===== src/rtl/fpmult_execute_iter_if.sv =====
`default_nettype none
// ============================================================================
// Module      : fpmult_execute_iter_if
// Description : Operand/result handshake bundle for the FPMult execute stage.
// Revision    : 1.0 - initial release
// ============================================================================
interface fpmult_execute_iter_if #(
    parameter int EXP_W = 8,
    parameter int MAN_W = 23
);
    logic               in_valid;
    logic               in_ready;
    logic [MAN_W-1:0]   a;
    logic [MAN_W-1:0]   b;
    logic [EXP_W-1:0]   Ea;
    logic [EXP_W-1:0]   Eb;
    logic               Sa;
    logic               Sb;
    logic               out_valid;
    logic               out_ready;
    logic               Sp;
    logic [EXP_W:0]     NormE;
    logic [MAN_W-1:0]   NormM;
    logic               GRS;
    logic               busy;

    modport master (
        output in_valid, a, b, Ea, Eb, Sa, Sb, out_ready,
        input  in_ready, out_valid, Sp, NormE, NormM, GRS, busy
    );

    modport slave (
        input  in_valid, a, b, Ea, Eb, Sa, Sb, out_ready,
        output in_ready, out_valid, Sp, NormE, NormM, GRS, busy
    );
endinterface
`default_nettype wire


===== src/rtl/fpmult_execute_iter.sv =====
`default_nettype none
// ============================================================================
// Module      : fpmult_execute_iter
// Description : Multi-cycle mantissa multiply (SPLIT_W-bit slices of B) with
//               normalisation, feeding the FPMult round stage.
// Revision    : 1.0 - initial release
// ============================================================================
module fpmult_execute_iter #(
    parameter int EXP_W   = 8,
    parameter int MAN_W   = 23,
    parameter int SPLIT_W = 17
) (
    input  wire logic            clk,
    input  wire logic            rst,
    fpmult_execute_iter_if.slave bus
);
    localparam int c_P  = (MAN_W + SPLIT_W) / SPLIT_W;
    localparam int c_PW = 2 * (MAN_W + 1);
    localparam int c_BW = c_P * SPLIT_W;
    localparam int c_KW = (c_P > 1) ? $clog2(c_P) : 1;

    localparam logic [1:0] c_IDLE = 2'd0;
    localparam logic [1:0] c_MUL  = 2'd1;
    localparam logic [1:0] c_NORM = 2'd2;
    localparam logic [1:0] c_DONE = 2'd3;

    logic [1:0]        r_state;
    logic [1:0]        w_next;
    logic [MAN_W:0]    r_a;
    logic [c_BW-1:0]   r_b;
    logic [EXP_W-1:0]  r_ea;
    logic [EXP_W-1:0]  r_eb;
    logic              r_sign;
    logic [c_PW-1:0]   r_mp;
    logic [c_KW-1:0]   r_k;
    logic              r_sp;
    logic [EXP_W:0]    r_norm_e;
    logic [MAN_W-1:0]  r_norm_m;
    logic              r_grs;
    logic              w_in_ready;
    logic              w_out_valid;
    logic              w_busy;

    // B is zero-padded to a whole number of slices, so a short last slice
    // simply multiplies by zeros in its upper bits.
    logic [31:0]       w_shamt;
    logic [c_BW-1:0]   w_b_shift;
    logic [SPLIT_W-1:0] w_slice;
    logic [c_PW-1:0]   w_pp;
    logic [c_PW-1:0]   w_term;
    logic              w_ovf;

    assign w_shamt   = 32'(r_k) * 32'(SPLIT_W);
    assign w_b_shift = r_b >> w_shamt;
    assign w_slice   = w_b_shift[SPLIT_W-1:0];
    assign w_pp      = c_PW'(r_a) * c_PW'(w_slice);
    assign w_term    = w_pp << w_shamt;
    assign w_ovf     = r_mp[c_PW-1];

    always_ff @(posedge clk) begin
        if (rst) r_state <= c_IDLE;
        else     r_state <= w_next;
    end

    always_comb begin
        w_next = r_state;
        case (r_state)
            c_IDLE:  if (bus.in_valid) w_next = c_MUL;
            c_MUL:   if (r_k == c_KW'(c_P - 1)) w_next = c_NORM;
            c_NORM:  w_next = c_DONE;
            c_DONE:  if (bus.out_ready) w_next = c_IDLE;
            default: w_next = c_IDLE;
        endcase
    end

    always_comb begin
        w_in_ready  = (r_state == c_IDLE) && !rst;
        w_out_valid = (r_state == c_DONE);
        w_busy      = (r_state == c_MUL) || (r_state == c_NORM);
    end

    always_ff @(posedge clk) begin
        if (rst) begin
            r_a      <= '0;
            r_b      <= '0;
            r_ea     <= '0;
            r_eb     <= '0;
            r_sign   <= 1'b0;
            r_mp     <= '0;
            r_k      <= '0;
            r_sp     <= 1'b0;
            r_norm_e <= '0;
            r_norm_m <= '0;
            r_grs    <= 1'b0;
        end else begin
            case (r_state)
                c_IDLE: begin
                    if (bus.in_valid) begin
                        r_a    <= {1'b1, bus.a};
                        r_b    <= c_BW'({1'b1, bus.b});
                        r_ea   <= bus.Ea;
                        r_eb   <= bus.Eb;
                        r_sign <= bus.Sa ^ bus.Sb;
                        r_mp   <= '0;
                        r_k    <= '0;
                    end
                end
                c_MUL: begin
                    r_mp <= r_mp + w_term;
                    r_k  <= r_k + c_KW'(1);
                end
                c_NORM: begin
                    r_sp     <= r_sign;
                    r_norm_e <= {1'b0, r_ea} + {1'b0, r_eb} + {{EXP_W{1'b0}}, w_ovf};
                    r_norm_m <= w_ovf ? r_mp[2*MAN_W:MAN_W+1] : r_mp[2*MAN_W-1:MAN_W];
                    r_grs    <= (r_mp[MAN_W] & r_mp[MAN_W+1]) | (|r_mp[MAN_W-1:0]);
                end
                default: ;
            endcase
        end
    end

    assign bus.in_ready  = w_in_ready;
    assign bus.out_valid = w_out_valid;
    assign bus.busy      = w_busy;
    assign bus.Sp        = r_sp;
    assign bus.NormE     = r_norm_e;
    assign bus.NormM     = r_norm_m;
    assign bus.GRS       = r_grs;
endmodule
`default_nettype wire


===== src/flat_wrapper.sv =====
// flat-port wrapper written by rule: the top's interface ports become plain ports
module fpmult_execute_iter_flat 
#(
    parameter int EXP_W   = 8,
    parameter int MAN_W   = 23,
    parameter int SPLIT_W = 17
)
  (clk, rst, bus_in_valid, bus_a, bus_b, bus_Ea, bus_Eb, bus_Sa, bus_Sb, bus_out_ready, bus_in_ready, bus_out_valid, bus_Sp, bus_NormE, bus_NormM, bus_GRS, bus_busy);
  fpmult_execute_iter_if #(.EXP_W(EXP_W), .MAN_W(MAN_W)) bus_i ();
  input  wire logic clk;
  input  wire logic rst;
  input wire logic [$bits(bus_i.in_valid)-1:0] bus_in_valid;
  input wire logic [$bits(bus_i.a)-1:0] bus_a;
  input wire logic [$bits(bus_i.b)-1:0] bus_b;
  input wire logic [$bits(bus_i.Ea)-1:0] bus_Ea;
  input wire logic [$bits(bus_i.Eb)-1:0] bus_Eb;
  input wire logic [$bits(bus_i.Sa)-1:0] bus_Sa;
  input wire logic [$bits(bus_i.Sb)-1:0] bus_Sb;
  input wire logic [$bits(bus_i.out_ready)-1:0] bus_out_ready;
  output wire logic [$bits(bus_i.in_ready)-1:0] bus_in_ready;
  output wire logic [$bits(bus_i.out_valid)-1:0] bus_out_valid;
  output wire logic [$bits(bus_i.Sp)-1:0] bus_Sp;
  output wire logic [$bits(bus_i.NormE)-1:0] bus_NormE;
  output wire logic [$bits(bus_i.NormM)-1:0] bus_NormM;
  output wire logic [$bits(bus_i.GRS)-1:0] bus_GRS;
  output wire logic [$bits(bus_i.busy)-1:0] bus_busy;
  assign bus_i.in_valid = bus_in_valid;
  assign bus_i.a = bus_a;
  assign bus_i.b = bus_b;
  assign bus_i.Ea = bus_Ea;
  assign bus_i.Eb = bus_Eb;
  assign bus_i.Sa = bus_Sa;
  assign bus_i.Sb = bus_Sb;
  assign bus_i.out_ready = bus_out_ready;
  assign bus_in_ready = bus_i.in_ready;
  assign bus_out_valid = bus_i.out_valid;
  assign bus_Sp = bus_i.Sp;
  assign bus_NormE = bus_i.NormE;
  assign bus_NormM = bus_i.NormM;
  assign bus_GRS = bus_i.GRS;
  assign bus_busy = bus_i.busy;
  fpmult_execute_iter #(.EXP_W(EXP_W), .MAN_W(MAN_W), .SPLIT_W(SPLIT_W)) u_core (.clk(clk), .rst(rst), .bus(bus_i));
endmodule

===== config.mk =====
export PLATFORM = sky130hd
export DESIGN_NAME = fpmult_execute_iter_flat
export DESIGN_NICKNAME = d
export VERILOG_FILES = /design/src/rtl/fpmult_execute_iter_if.sv /design/src/rtl/fpmult_execute_iter.sv /design/src/flat_wrapper.sv
export SDC_FILE = /design/constraint.sdc
export NUM_CORES = 1
export LEC_CHECK = 0
export CAP_MARGIN = 30
export CELL_PAD_IN_SITES_DETAIL_PLACEMENT = 0
export CELL_PAD_IN_SITES_GLOBAL_PLACEMENT = 1
export CORE_ASPECT_RATIO = 0.9
export CORE_MARGIN = 8
export CORE_UTILIZATION = 52
export CTS_CLUSTER_DIAMETER = 150
export DETAILED_ROUTE_END_ITERATION = 8
export PLACE_DENSITY_LB_ADDON = 0.1
export SLEW_MARGIN = 20
export SYNTH_ARGS = -nofsm -noshare
export SYNTH_HDL_FRONTEND = slang
export SYNTH_SLANG_ARGS = --single-unit

===== constraint.sdc =====
create_clock -name clk -period 26.6 [get_ports clk]
set_input_delay 5.32 -clock clk [delete_from_list [all_inputs] [get_ports clk]]
set_output_delay 5.32 -clock clk [all_outputs]
set_load 0.01 [all_outputs]

Word-level counts from Yosys, hierarchy flattened
Index checks and enable logic that the tools add are counted.
{ "totals": {"reg_bits": 150, "input_bits": 68, "out_inout_bits": 37, "wordCells": 47} }
{ "classes": {"addsub": 4, "n_mul": 2, "n_eq_ne": 6, "shift": 2, "muxes": 9, "bitwise": 3, "n_reduce_logical": 9} }
{ "op_table": {"columns": ["operator", "n"], "rows": [
  ["$pmux W48 S2", 1],
  ["$add A48 B48 Y48", 1],
  ["$mux W48", 1],
  ["$shl A41 B6 Y48", 1],
  ["$mul A24 B17 Y41", 1],
  ["$shr A24 B6 Y17", 1],
  ["$mux W23", 1],
  ["$reduce_or A23 Y1", 1],
  ["$add A8 B8 Y9", 1],
  ["$add A9 B1 Y9", 1],
  ["$pmux W2 S4", 1],
  ["$mul A1 B5 Y6 const B", 1],
  ["$mux W2", 3],
  ["$eq A2 B2 Y1 const B", 2],
  ["$ne A2 B2 Y1 const B", 2],
  ["$reduce_and A2 Y1", 2],
  ["$reduce_and A3 Y1", 1],
  ["$eq A2 B1 Y1 const B", 1],
  ["$logic_not A2 Y1", 1],
  ["$ne A2 B1 Y1 const B", 1],
  ["$pmux W1 S2", 1],
  ["$reduce_bool A2 Y1", 1],
  ["$add A1 B1 Y1 const B", 1],
  ["$and A1 B1 Y1", 1],
  ["other kinds (6)", 6]
]} }

Logic depth before layout (Yosys ltp)
Gate-level depths: netlist of the first run.
{ "logic_depth": {"ltp_word": 6, "depth_mapped": 39, "ltp_nobuf": 36} }

Worst setup path after synthesis of the first run
OpenSTA, ideal clock, no wires.
{ "synth_timing": {"kind": "input port to output port", "from": "in rst", "to": "out bus_in_ready", "arrival_time_ns": 6.253, "required_ns": 21.280, "slack_ns": 15.027, "stages": 4, "n_path_buf": 3, "path_cell_list": "clkbuf_1 -> clkbuf_1 -> buf_1 -> nor2_1"} }
{ "synth_via": {"elab_chain_len": 2} }
{ "synth_rtl": {"columns": ["element", "line_no", "rtl"], "rows": [
  ["start, declared", "flat_wrapper.sv:11", "input wire logic rst;"],
  ["$logic_not A1 Y1", "fpmult_execute_iter.sv:77", "w_in_ready = (r_state == c_IDLE) && !rst;"],
  ["$logic_and A1 B1 Y1", "fpmult_execute_iter.sv:77", null],
  ["end, declared", "flat_wrapper.sv:20", "output wire logic [$bits(bus_i.in_ready)-1:0] bus_in_ready;"]
]} }
No other way between the ends.

Worst setup path in the final report of the first run
Same ends and word-level chain as after synthesis.

==> results of run 1 <==
cell usage in the layout (no fill, tap or decap), drive strengths merged, types with 37 or more instances in the layout:
| cell type | n |
|---|---|
| nand2 | 467 |
| inv | 455 |
| fa | 332 |
| and2 | 181 |
| ha | 173 |
| a21oi | 153 |
| dfxtp | 149 |
| nor2 | 121 |
| clkdlybuf4s50 | 103 |
| o21ai | 88 |
| a21o | 51 |
| xnor2 | 48 |
| xor2 | 37 |
report_power, final:
group          internal [mW]  switching [mW]
logic                  0.330           0.587
clock network          0.129           0.121
registers              0.269          0.0598
total                  0.727           0.767
layer usage:
layer / routed length [µm] / share of wire
met5: 0 / 0
met2: 29300 / 0.48
met4: 1340 / 0.022
met3: 3570 / 0.059
met1: 26900 / 0.44
state kept, by name (all words and copies together) (netlist names), 2 cells and up:
| signal | flops |
|---|---|
| u_core.bus.NormM | 23 |
| u_core.r_ea | 8 |
| u_core.r_mp | 48 |
| u_core.r_a | 24 |
| u_core.r_b | 23 |
| u_core.bus.NormE | 9 |
| u_core.r_eb | 8 |
| u_core.r_state | 2 |
final timing paths:
path	slack (ns)	endpoint	start
worst min-delay path	0.45	u_core.r_b[9]$_SDFFE_PP0P_	u_core.r_b[9]$_SDFFE_PP0P_
worst max register to register	16.52	u_core.r_mp[42]$_SDFFE_PP0P_	u_core.r_k$_SDFFE_PP0P_
worst min register to register	0.45	u_core.r_b[9]$_SDFFE_PP0P_	u_core.r_b[9]$_SDFFE_PP0P_
worst max-delay path	14.77	bus_in_ready	rst
cell families (layout without fill, tap and decap cells):
kind of cell	count (synthesis)	after routing	synth area share
and+or+nand+nor	880	880	0.183
buffers and inverters	597	612	0.102
adders and majority gates	505	505	0.401
AOI/OAI and AO/OA	425	425	0.122
DFF	149	149	0.136
xor gates and xnor gates	85	85	0.0339
muxes	48	48	0.0226
other	0	1	0
area by class of cell:
class,instances,area (µm²),share of cell area
Timing Repair Buffer,134,1270,0.0528
Multi-Input combinational cell,1943,16800,0.699
Inverter,446,1670,0.0698
Antenna cell,1,2.50,0.000104
Clock inverter,14,155,0.00647
Tap cell,547,684,0.0285
Clock buffer,18,439,0.0183
Sequential cell,149,2980,0.124
through the flow:
step / cells / util / hold WS (ns) / setup WS (ns)
final: 3252 / 0.574 / 0.451 / 14.77
after global routing: 3251 / 0.574 / 0.465 / 14.70
after CTS: 3250 / 0.574 / 0.452 / 14.75
after detailed placement: 3218 / 0.560 / 0.442 / 14.76
after global placement: 3218 / 0.560 / 0.441 / 14.75
after floorplan: 2689 / - / 0.432 / 15.03
worst max-delay path, cell delays in order:
cell and delay, ns:
buf_4 0.58, nor2_1 0.08, clkdlybuf4s50_1 0.51
==> results.md, run 1 <==
* 62.3 nW/µm² — total power divided by cell area
* output pin — CP Capture Type
* primary input to output pin — critical path class
* 3941 — number of fill cells
* 11.83 ns — final critical delay including setup and external delays
* 18.8 µm — WL per Instance
* 8.18 µm² — Avg Cell Area, Syn
* 1191 — initial drt markers
* 9.06% — Area growth, synth to finish
* 49100 µm² — Die Outline Area
* 3262 — syn nets
* 65 — CP max FO
* 0.0000477 V — VDD IR max
* finished clean — run status
* 0.340 — GR met1 Demand/Resource
* false — unrepaired setup endpoints after global routing
* 0 ns — Setup TNS Final
* 84.5 MHz — highest attainable clock frequency
* 0 — final-report max-slew violation count
* 0.136 — sequential area share after synthesis
* 5.57 — Via density
* 2 — number of cells on the worst hold path
* 0 — number of enable-type register cells in the synthesized netlist
* nand2_1 — most frequent cell after synthesis
* 0.527 — starting density of the core
* flop to flop — hold crit path type
* 23400 µm² — standard cell area after detailed placement
* 1.49 mW — total power of the final layout
* dfxtp_1 — Post-synth top flop
* 0.0434 — global routing met3 resource utilization
* 105 — num ports
* 0.893 — RePlAce Congestion
* 0 — antenna violation net count after detailed routing
* 41800 µm² — standard cell core area
* 149 — total clock sinks
* done — CTS tree
* 0 — share of async-settable or async-resettable flops after synthesis
* 149 — flip-flop and latch count after synthesis
* 0 — maxcap violations
* 0 — final number of hold-violating endpoints
* 0.45 ns — clock latency on the worst-skew pair
* 0 — post-CTS setup repair buffer count
* 0.445 — share of the clock period used by the worst path after layout
* fa_1 (30%), dfxtp_1 (14%), ha_1 (9.8%) — synth top area cells
* 0 — number of synthesis warnings
* 61000 µm — routed wire length
* 47800 µm — placed wire-length estimate after detailed placement
* primary input — critical path startpoint category
* 11.4 nW — leakage power summed over all cells
* 4 — CTS H-Tree Depth
* met2 — most used routing layer in global routing
* 0.302 — area share of the leading cell type in the synthesized netlist
* 17 — Num CTS Buffers
* 18125 — via count
* 211 µm — Die Span Y
* 2 — Clock Path Buffers
* 0 — number of resized instances in the post-cts repair step
* 0 — DRC violations left
* nand2_1 (467), inv_1 (445), fa_1 (332), and2_1 (181), ha_1 (173) — list of most frequent post-synthesis cells
* 1.02 ns — actual slew at the worst max-slew pin
* 2689 — count of mapped cells out of synthesis
* 0 — total grt overflow
* 0.321 — worst slew margin relative to its limit
* 22000 µm² — post-synthesis cell area
* 69 — number of library cell types mapped by synthesis
* 0 — Hold Buf Count CTS
* 6 — Pre-Repair DR Iteration Count
* 66 — pin count of the biggest net entering global routing
* 18740 — vias in the first global route
* 2 — antenna violations before repair
* 233 µm — die boundary width
* 0.07 ns — clock transition time at the flip-flop clock pins of the worst setup and hold paths
* 6.51 ns — CP Data Arrival Time
* clkbuf_16 — clock tree root buffer cell
* 100000 µm — first-pass GRT wire length
* 21.28 ns — CP required
* 0.0355 — fraction of layout instances using a drive strength above 1
* 0 — count of endpoints failing setup in the final report
* fa_1 — most area-hungry cell type in the Yosys netlist
* 34 — Worst Reg2Reg Path Length in Cells
* 0.254 — global-route total usage across every layer
* 104 — count of input and output buffers
* 0.0144 ns — Max Clock Skew
* 3264 — NumNets Final
* 0.423 — met2 Use GR
* 24000 µm² — total non-filler cell area in the finished layout
* 71 — site row count
Power figures use the tool's default switching activity.
==> inputs of run 2 (changes only) <==
- CORE_UTILIZATION: 52 -> 48
- clock period: 26.6 -> 10.9 ns (I/O delays scaled with it)
==> run 2 against run 1 <==
  * Die area is 7.7% higher
  * Critical path depth rose by 28
  * Flip-flop and latch count unchanged
  * Clock skew is 0.0093 ns higher
  * Worst hold slack gained 0.0089 ns
  * First-iteration DRC count increased by 3.7%
  * Clock power increased to 2.5 times the previous value
  * Highest routed layer unchanged
==> results.md, run 2 (synthesis results as in run 1) <==
* flop to flop — critical path class
* 0 — count of inserted antenna diode cells, -1
* 0.514 — switching part of the total, about the same
* 0 — post-CTS setup repair buffer count, unchanged
* 3273 — placed cells, +1.7%
* flop — CP Capture Type
* dfxtp_2 — Slowest cell on crit path
* 0 — maxcap violations, unchanged
* u_core.r_mp (48), u_core.r_a (24) — registers with the most flip-flops
* 31 — Worst Reg2Reg Path Length in Cells, -8.8%
* 4 — CTS H-Tree Depth, unchanged
* done — CTS tree
* 0.395 — met2 Use GR, -0.0277
* 1.78 mW — internal power, +140%
* 0.313 — GR met1 Demand/Resource, -0.0273
* 5.42 — Via density, -2.7%
* 17 — Num CTS Buffers, unchanged
* 1235 — initial drt markers, +3.7%
* 0 — count of endpoints failing setup in the final report, unchanged
* finished clean — run status
* 52900 µm² — Die Outline Area, +7.7%
* adder cells — cell family with the largest share of critical-path delay
* 24100 µm² — total non-filler cell area in the finished layout, +0.40%
* 0 — antenna violation net count after detailed routing, unchanged
* 0.599 — combinational cell fraction of total power, -0.014
* 11.4 nW — leakage power summed over all cells, about the same
* 0.50 ns — clock latency on the worst-skew pair, +0.05 ns
* 1.06 ns — r2r setup slk, -15.46 ns
* 49600 µm — placed wire-length estimate after detailed placement, +3.8%
* u_core.r_k$_SDFFE_PP0P_ — reg-to-reg critical path startpoint
* 99900 µm — first-pass GRT wire length, about the same
* 2 — number of cells on the worst hold path, unchanged
* 74 — site row count, +4.2%
* 1.88 mW — Sw Pwr, +140%
* 0.79 ns — CP peak stage delay, +0.21 ns
* 1 — antenna violations before repair, -1
* met2 — most used routing layer in global routing
* 0.236 — global-route total usage across every layer, -0.0184
* 0.000141 V — VDD IR max, +190%
* 0.0237 ns — Max Clock Skew, +0.00934 ns
* nand2_1 — most frequent standard cell in the layout excluding fill and tap cells
* 61600 µm — routed wire length, +0.95%
* nand2_1 (466), inv_1 (445), fa_1 (332), and2_1 (180), ha_1 (172) — most frequent cells in the layout
* 0 — total grt overflow, unchanged
* 0.0317 — global routing met3 resource utilization, -0.0116
* 102 MHz — highest attainable clock frequency
* 9.84 ns — final critical delay including setup and external delays
* 11.31 ns — CP required, -9.97 ns
* 5 — Pre-Repair DR Iteration Count, -1
* fa_1 — cell occurring most often along the worst timing path
* 31 — CP max FO, -52%
* 18562 — vias in the first global route, -0.95%
* 4 — buffering stage count on the worst path with inverters included, +2
* 219 µm — Die Span Y, +3.8%
* 3259 — NumNets Final, -0.15%
* u_core.r_b[18]$_SDFFE_PP0P_ — endpoint of the worst hold-timing path
* 0.173 — relative contribution of the clock network to total power, +0.006
* flop to flop — hold crit path type
* 0 — Hold Buf Count CTS, unchanged
* 104 — count of input and output buffers, unchanged
* 0 — final-report max-slew violation count, unchanged
* false — unrepaired setup endpoints after global routing
* 0 — final number of hold-violating endpoints, unchanged
* u_core.r_mp — most flop-heavy register
* 18.6 µm — WL per Instance, -0.73%
* 0.486 — starting density of the core, -0.0410
* 105 — num ports, unchanged
* 0.908 — RePlAce Congestion, +1.7%
* 48 — flip-flop count of the largest register, all copies and words added, unchanged
* flop — critical path startpoint category
* 0.411 — worst slew margin relative to its limit, +0.0898
* clkbuf_16 — clock tree root buffer cell
* 23400 µm² — standard cell area after detailed placement, +0.15%
* u_core.r_mp[47]$_SDFFE_PP0P_ — worst r2r dst
* 45300 µm² — standard cell core area, +8.4%
* 0.882 ns — actual slew at the worst max-slew pin, -0.134 ns
* 0.07 ns — clock transition time at the flip-flop clock pins of the worst setup and hold paths, about the same
* 0.0337 — fraction of layout instances using a drive strength above 1, -0.00179
* 152 nW/µm² — total power divided by cell area, +140%
* u_core.r_b[18]$_SDFFE_PP0P_ — hold path start
* 0 — DRC violations left, unchanged
* 3307 — fin cells, +1.7%
* 0.902 — share of the clock period used by the worst path after layout
* 17936 — via count, -1.0%
* 0 — number of resized instances in the post-cts repair step, unchanged
* 2 — Clock Path Buffers, unchanged
* 0.229 — Seq pwr share, +0.009
* 149 — total clock sinks, unchanged
* 90 — pin count of the biggest net entering global routing, +36%
* 10.24 ns — CP Data Arrival Time, +3.73 ns
* 9.49% — Area growth, synth to finish
* 0 ns — Setup TNS Final, unchanged
* 242 µm — die boundary width, +3.8%
run 2: power by group through the flow:
stage / Sequential (mW) / Clock [mW] / Combinational [mW]
2_1_floorplan: 0.748 / 0 / 1.53
3_3_place_gp: 0.843 / 0 / 2.16
3_5_place_dp: 0.844 / 0 / 2.19
4_1_cts: 0.833 / 0.648 / 2.20
5_1_grt: 0.856 / 0.670 / 2.42
6_report: 0.836 / 0.630 / 2.19
run 2: how the worst max path moves through the flow:
| stage | slack (ns) | cells after the start | to | from |
|---|---|---|---|---|
| 6_report | 1.06 | 31 | u_core.r_mp[47]$_SDFFE_PP0P_ | u_core.r_k$_SDFFE_PP0P_ |
| 5_1_grt | 0.51 | 33 | u_core.r_mp[46]$_SDFFE_PP0P_ | u_core.r_k$_SDFFE_PP0P_ |
| 4_1_cts | 1.09 | 32 | u_core.r_mp[47]$_SDFFE_PP0P_ | u_core.r_k$_SDFFE_PP0P_ |
| 3_5_place_dp | 1.13 | 33 | u_core.r_mp[46]$_SDFFE_PP0P_ | u_core.r_k$_SDFFE_PP0P_ |
| 3_3_place_gp | 1.23 | 30 | u_core.r_mp[47]$_SDFFE_PP0P_ | u_core.r_k$_SDFFE_PP0P_ |
| 2_1_floorplan | 2.11 | 37 | u_core.r_mp[46]$_SDFFE_PP0P_ | u_core.r_k$_SDFFE_PP0P_ |
run 2: area by class of cell:
cell class                      count  area [µm²]
Clock inverter                     15         199
Sequential cell                   149        2980
Tap cell                          608         761
Multi-Input combinational cell   1943       16800
Clock buffer                       17         425
Inverter                          446        1670
Fill cell                        4324       21200
Timing Repair Buffer              129        1250
run 2: metal layers:
layer  share of wire  up-vias
met5               0        -
met4           0.029        0
met3           0.040       87
met2            0.48      406
met1            0.46     9010
li1                -     8433
run 2: stage by stage:
stage / setup WS, ns / hold slack (ns) / total power [mW] / util
floorplan: 2.11 / 0.432 / 2.28 / -
global placement: 1.23 / 0.442 / 3.00 / 0.517
detailed placement: 1.13 / 0.451 / 3.03 / 0.517
CTS: 1.09 / 0.461 / 3.68 / 0.531
global route: 0.513 / 0.487 / 3.95 / 0.532
finish: 1.06 / 0.459 / 3.65 / 0.532
run 2: worst reg2reg max path, delay by kind of cell (launching register included):
kind            cells  cell delay (ns)
simple gates        6             1.78
mux                 2             0.93
flops               1             0.79
compound gates     10             2.17
fa+ha+maj           8             3.78
buf+inv             4             0.20
xor+xnor            1             0.13
